--- src/rtl/uart_encoder_if.sv ---
// rtl/uart_encoder_if.sv - byte-stream input and serial-line output bundle for uart_encoder
interface uart_encoder_if;
    logic [7:0] data_i;
    logic       valid_i;
    logic       ready_o;
    logic       tx_o;
    logic       busy_o;

    modport master (
        output data_i,
        output valid_i,
        input  ready_o,
        input  tx_o,
        input  busy_o
    );

    modport slave (
        input  data_i,
        input  valid_i,
        output ready_o,
        output tx_o,
        output busy_o
    );
endinterface

--- src/rtl/uart_encoder.sv ---
// rtl/uart_encoder.sv - FIFO-buffered 8N1 UART transmitter (8E1 when UART_ENCODER_PARITY_EN is defined)
module uart_encoder #(
    parameter int CLK_DIV = 271,
    parameter int FIFO_AW = 3
) (
    input  logic           clk,
    input  logic           rst,
    uart_encoder_if.slave  bus
);

    localparam int             BW        = (CLK_DIV > 1) ? $clog2(CLK_DIV) : 1;
    localparam int             DEPTH     = 1 << FIFO_AW;
    localparam logic [BW-1:0]  BAUD_LAST = BW'(CLK_DIV - 1);

    typedef enum logic [2:0] {
        S_IDLE,
        S_START,
        S_DATA,
`ifdef UART_ENCODER_PARITY_EN
        S_PARITY,
`endif
        S_STOP
    } state_t;

    state_t              r_state;
    state_t              w_state_next;
    logic [7:0]          r_mem [DEPTH];
    logic [FIFO_AW:0]    r_wr_ptr;
    logic [FIFO_AW:0]    r_rd_ptr;
    logic [7:0]          r_shift;
    logic [BW-1:0]       r_baud;
    logic [2:0]          r_bit;
    logic                r_tx;
`ifdef UART_ENCODER_PARITY_EN
    logic                r_parity;
`endif

    logic                w_full;
    logic                w_empty;
    logic                w_push;
    logic                w_pop;
    logic                w_baud_last;
    logic                w_tx_next;
    logic [7:0]          w_head;

    // Extra pointer MSB distinguishes full from empty when the address bits match.
    assign w_full      = (r_wr_ptr[FIFO_AW] != r_rd_ptr[FIFO_AW]) &&
                         (r_wr_ptr[FIFO_AW-1:0] == r_rd_ptr[FIFO_AW-1:0]);
    assign w_empty     = (r_wr_ptr == r_rd_ptr);
    assign w_push      = bus.valid_i && !w_full;
    assign w_head      = r_mem[r_rd_ptr[FIFO_AW-1:0]];
    assign w_baud_last = (r_baud == BAUD_LAST);

    assign bus.ready_o = !w_full;
    assign bus.busy_o  = (r_state != S_IDLE) || !w_empty;
    assign bus.tx_o    = r_tx;

    // Next state, FIFO pop and the line level for the next cycle.
    always_comb begin
        w_state_next = r_state;
        w_pop        = 1'b0;
        w_tx_next    = 1'b1;
        case (r_state)
            S_IDLE: begin
                if (!w_empty) begin
                    w_pop        = 1'b1;
                    w_state_next = S_START;
                end
            end
            S_START: begin
                w_tx_next = 1'b0;
                if (w_baud_last) begin
                    w_state_next = S_DATA;
                end
            end
            S_DATA: begin
                w_tx_next = r_shift[0];
                if (w_baud_last && (r_bit == 3'd7)) begin
`ifdef UART_ENCODER_PARITY_EN
                    w_state_next = S_PARITY;
`else
                    w_state_next = S_STOP;
`endif
                end
            end
`ifdef UART_ENCODER_PARITY_EN
            S_PARITY: begin
                w_tx_next = r_parity;
                if (w_baud_last) begin
                    w_state_next = S_STOP;
                end
            end
`endif
            S_STOP: begin
                w_tx_next = 1'b1;
                if (w_baud_last) begin
                    // Chain straight into the next start bit when more data waits.
                    if (!w_empty) begin
                        w_pop        = 1'b1;
                        w_state_next = S_START;
                    end else begin
                        w_state_next = S_IDLE;
                    end
                end
            end
            default: begin
                w_state_next = S_IDLE;
            end
        endcase
    end

    // FIFO storage; contents need no reset because the pointers gate every read.
    always_ff @(posedge clk) begin
        if (w_push) begin
            r_mem[r_wr_ptr[FIFO_AW-1:0]] <= bus.data_i;
        end
    end

    // State, pointers, baud/bit counters, shifter and the registered line output.
    always_ff @(posedge clk) begin
        if (rst) begin
            r_state  <= S_IDLE;
            r_wr_ptr <= '0;
            r_rd_ptr <= '0;
            r_shift  <= '0;
            r_baud   <= '0;
            r_bit    <= '0;
            r_tx     <= 1'b1;
`ifdef UART_ENCODER_PARITY_EN
            r_parity <= 1'b0;
`endif
        end else begin
            r_state <= w_state_next;
            r_tx    <= w_tx_next;
            if (w_push) begin
                r_wr_ptr <= r_wr_ptr + 1'b1;
            end
            if (w_pop) begin
                r_rd_ptr <= r_rd_ptr + 1'b1;
                r_shift  <= w_head;
`ifdef UART_ENCODER_PARITY_EN
                r_parity <= ^w_head;
`endif
            end
            if ((r_state == S_IDLE) || w_baud_last) begin
                r_baud <= '0;
            end else begin
                r_baud <= r_baud + 1'b1;
            end
            if (r_state == S_START) begin
                r_bit <= '0;
            end
            if ((r_state == S_DATA) && w_baud_last) begin
                r_shift <= r_shift >> 1;
                r_bit   <= r_bit + 1'b1;
            end
        end
    end

endmodule

--- src/flat_wrapper.sv ---
// flat-port wrapper written by rule: the top's interface ports become plain ports
module uart_encoder_flat 
#(
    parameter int CLK_DIV = 271,
    parameter int FIFO_AW = 3
)
  (clk, rst, bus_data_i, bus_valid_i, bus_ready_o, bus_tx_o, bus_busy_o);
  uart_encoder_if bus_i ();
  input  logic clk;
  input  logic rst;
  input wire logic [$bits(bus_i.data_i)-1:0] bus_data_i;
  input wire logic [$bits(bus_i.valid_i)-1:0] bus_valid_i;
  output wire logic [$bits(bus_i.ready_o)-1:0] bus_ready_o;
  output wire logic [$bits(bus_i.tx_o)-1:0] bus_tx_o;
  output wire logic [$bits(bus_i.busy_o)-1:0] bus_busy_o;
  assign bus_i.data_i = bus_data_i;
  assign bus_i.valid_i = bus_valid_i;
  assign bus_ready_o = bus_i.ready_o;
  assign bus_tx_o = bus_i.tx_o;
  assign bus_busy_o = bus_i.busy_o;
  uart_encoder #(.CLK_DIV(CLK_DIV), .FIFO_AW(FIFO_AW)) u_core (.clk(clk), .rst(rst), .bus(bus_i));
endmodule
--- config.mk ---
export PLATFORM = sky130hd
export DESIGN_NAME = uart_encoder_flat
export DESIGN_NICKNAME = d
export VERILOG_FILES = /design/src/rtl/uart_encoder_if.sv /design/src/rtl/uart_encoder.sv /design/src/flat_wrapper.sv
export SDC_FILE = /design/constraint.sdc
export NUM_CORES = 1
export LEC_CHECK = 0
export BUFFER_PORTS_ARGS = -buffer_cell sky130_fd_sc_hd__buf_2
export CELL_PAD_IN_SITES_DETAIL_PLACEMENT = 0
export CELL_PAD_IN_SITES_GLOBAL_PLACEMENT = 1
export CORE_MARGIN = 5
export CORE_UTILIZATION = 49
export CTS_BUF_LIST = sky130_fd_sc_hd__clkbuf_8
export CTS_CLUSTER_SIZE = 25
export DETAILED_ROUTE_END_ITERATION = 6
export PLACE_DENSITY_LB_ADDON = 0.1
export SKIP_CTS_REPAIR_TIMING = 1
export SLEW_MARGIN = 20
export SYNTH_ARGS = -nofsm -noshare
export SYNTH_HDL_FRONTEND = slang
export SYNTH_SLANG_ARGS = --single-unit
--- constraint.sdc ---
create_clock -name clk -period 2.1 [get_ports clk]
set_input_delay 0.105 -clock clk [delete_from_list [all_inputs] [get_ports clk]]
set_output_delay 0.105 -clock clk [all_outputs]
set_load 0.02 [all_outputs]
==> flow_summary_export.csv <==
group,metric,value,unit
critical_path,path_common_cell,"buf_4",
critical_path,critPathCaptureType,"flip-flop",
critical_path,worst-setup-path-type,"flip-flop to flip-flop",
power_and_ir_drop,clkPwrFrac,23.1,%
power_and_ir_drop,p_per_area,1051,mW/mm^2
critical_path,critPathMaxFanout,8,
timing,layout_min_cycle_time,1.905,ns
timing,finalSetupTns,0,ns
place,place_congestion,0.7641,
power_and_ir_drop,p_seq_share,47.8,%
yosys,seq_area_frac_synth,62.90,%
power_and_ir_drop,p_int,3.355,mW
place,place_hpwl,5171,um
yosys,syn_nets,305,
finish,antenna_cells,0,
clock_network,path_clk_slew,0.10,ns
timing,finalCritPeriodShare,90.72,%
yosys,synthFlopType,"edfxtp_1",
finish,postLayoutCoreUtil,56.71,%
global_routing,grt_pass1_vias,2373,
yosys,synth_cell_types,44,
place,io_buffer_count,13,
timing,clock_skew,0.009394,ns
route,wl,7683,um
route,vias_per_cell,5.623,
yosys,synthTopCellsByCount,"64 x edfxtp_1, 34 x dfxtp_1, 20 x nor2_1, 19 x nand3_1, 16 x mux4_2",
timing,slew_viol_final,0,
route,drc,0,
run_status,status,"finished, final reports clean",
yosys,ys_top_cells_by_area,"edfxtp_1 46%, dfxtp_1 16%, mux4_2 8.7%",
die,start_util,50.36,%
timing,worst_slew_pin_slew,0.7731,ns
yosys,ys_warn_count,0,
global_routing,grt_pass1_wl,12700,um
global_routing,overflow,0,
die,die_w,101.9,um
finish,drive_gt1_share,24.92,%
yosys,synth_async_sr_flop_share,0,%
clock_network,cts_buffers,9,
yosys,synth_top_cell_area_share,46.45,%
clock_network,cts_tree,"yes",
critical_path,crit_required,2.17,ns
timing,relSlewSlack,48.27,%
yosys,syn_area_per_cell,14.57,um^2
clock_network,h-tree-depth,3,
power_and_ir_drop,p_switching,1.544,mW
die,pin_count,14,
critical_path,start_kind,"flip-flop",
finish,nets,341,
hold_path,hold_depth,1,
power_and_ir_drop,switching_share,31.51,%
global_routing,grt_max_degree,19,
timing,finalSetupViolCount,0,
die,core-area,0.008217,mm^2
critical_path,ff2ff_path_depth,6,
place,dpl-instance-area,0.004476,mm^2
yosys,yosysMostFrequentCell,"edfxtp_1",
yosys,synth_seq_cells,98,
route,drt-initial-drc-count,99,
route,ant_nets,0,
critical_path,cp_cell_sequence,"xnor2_1 > o41ai_2 > buf_4 > or2_2 > nor2_1 > buf_4",
timing,finalHoldViolations,0,
yosys,synth_cells,284,
clock_network,cts_root_buf,"clkbuf_8",
yosys,syn_area,0.004138,mm^2
global_routing,grt_util_all_layers,16.38,%
flow_run,cap_violations,0,
yosys,synth_area_leader_cell,"edfxtp_1",
route,dr_total_vias,2418,
die,die_h,101.9,um
critical_path,max_stage_delay,0.35,ns
finish,syn_to_final_growth,12.61,%
yosys,synth_edf_count,64,
timing,rsz0062_at_grt,"false",
timing,timing.fmax,524.9,MHz
finish,stdcell_area,0.004659,mm^2
critical_path,worstPathArrival,1.97,ns
hold_path,hold_path.class,"input pin to flip-flop",
power_and_ir_drop,peakVddDrop,0.3809,mV
die,dieArea,0.01038,mm^2
power_and_ir_drop,p_leak,1.641,nW
clock_network,cts_buffer_depth,2,
critical_path,cp_slowest_cell,"dfxtp_1",
route,wl_per_cell,17.87,um
die,rows,33,
route,dr.pass1.iters,4,
clock_network,worstSkewPairLatency,0.36,ns
clock_network,cts.sinks,98,
place,pre_cts_slack,0.2066,ns
global_routing,grt_antenna_before_repair,0,
power_and_ir_drop,p_comb_share,29.1,%
timing,setup_slack,0.1949,ns
finish,fillers,646,
kinds of logic (layout without fill, tap and decap cells):
group	after synthesis	in the layout	synth area share (%)
flops	98	98	62.90
fa+ha+maj	10	10	3.024
buf+inv	22	63	2.449
compound gates	41	41	7.772
mux	28	28	11.64
xor+xnor	16	16	3.387
simple gates	69	69	8.830
critical path: cells and delay by family, from the launching register on:
| family | cells | cell delay (ns) |
|---|---|---|
| and+or+nand+nor | 2 | 0.43 |
| buffers and inverters | 2 | 0.38 |
| DFF | 1 | 0.35 |
| xor gates and xnor gates | 1 | 0.30 |
| AOI/OAI and AO/OA | 1 | 0.14 |
cells in the final DEF, fill, tap and decap left out, types with 7 or more instances in the layout:
cell type	count
a21o_1	7
a21oi_1	10
a32o_1	7
buf_2	13
buf_4	25
clkbuf_8	9
dfxtp_1	34
edfxtp_1	64
ha_1	10
inv_1	8
mux2i_1	11
mux4_2	16
nand2_1	9
nand3_1	19
nor2_1	20
xor2_1	11
power by group through the flow:
| stage | Combinational [mW] | Clock, mW | Sequential [mW] |
|---|---|---|---|
| after floorplan | 1.08 | 0 | 2.36 |
| after global placement | 1.42 | 0 | 2.38 |
| after detailed placement | 1.43 | 0 | 2.38 |
| after CTS | 1.44 | 1.16 | 2.34 |
| after global routing | 1.60 | 1.23 | 2.36 |
| final | 1.43 | 1.13 | 2.34 |
final cells by class:
cell class	count	area, um^2	area share [%]
tap	105	131.4	2.820
sequential	98	2603	55.85
clock inverter	7	60.06	1.289
clock buffer	9	123.9	2.658
multi-input combinational	164	1439	30.88
inverter	8	30.03	0.6445
timing repair buffer	39	272.8	5.854
path summary, 6_finish.rpt:
check | startpoint | to | slack, ns
max | u_core.r_wr_ptr[3]$_SDFFE_PP0P_ | u_core.r_mem[1][0]$_DFFE_PP_ | 0.19
min reg2reg | u_core.r_bit[2]$_SDFFE_PP0P_ | u_core.r_bit[2]$_SDFFE_PP0P_ | 0.48
max reg2reg | u_core.r_wr_ptr[3]$_SDFFE_PP0P_ | u_core.r_mem[1][0]$_DFFE_PP_ | 0.19
min | bus_data_i[3] | u_core.r_mem[3][3]$_DFFE_PP_ | 0.02
stage by stage:
stage / power, mW / hold WS [ns] / std cells
after CTS: 4.948 / -0.003274 / 430
after global routing: 5.190 / 0.006201 / 430
after detailed placement: 3.816 / 0.3853 / 414
after floorplan: 3.435 / 0.2039 / 284
final: 4.899 / 0.01712 / 430
after global placement: 3.802 / 0.3737 / 414
state kept, by name (all words and copies together), names as in the netlist, named ones only:
name,cells
u_core.bus.tx_o,1
u_core.r_mem,64
u_core.r_bit,3
u_core.r_wr_ptr,4
u_core.r_state,2
u_core.r_baud,9
u_core.r_shift,8
u_core.r_rd_ptr,4
per-layer routing:
metal	wire length (um)	global-route usage (%)	vias up
met5	0	0	-
li1	-	-	1170
met3	248	2.799	11
met2	3414	23.34	38
met1	3891	24.93	1199
met4	128	6.862	0
Power figures use the tool's default switching activity.
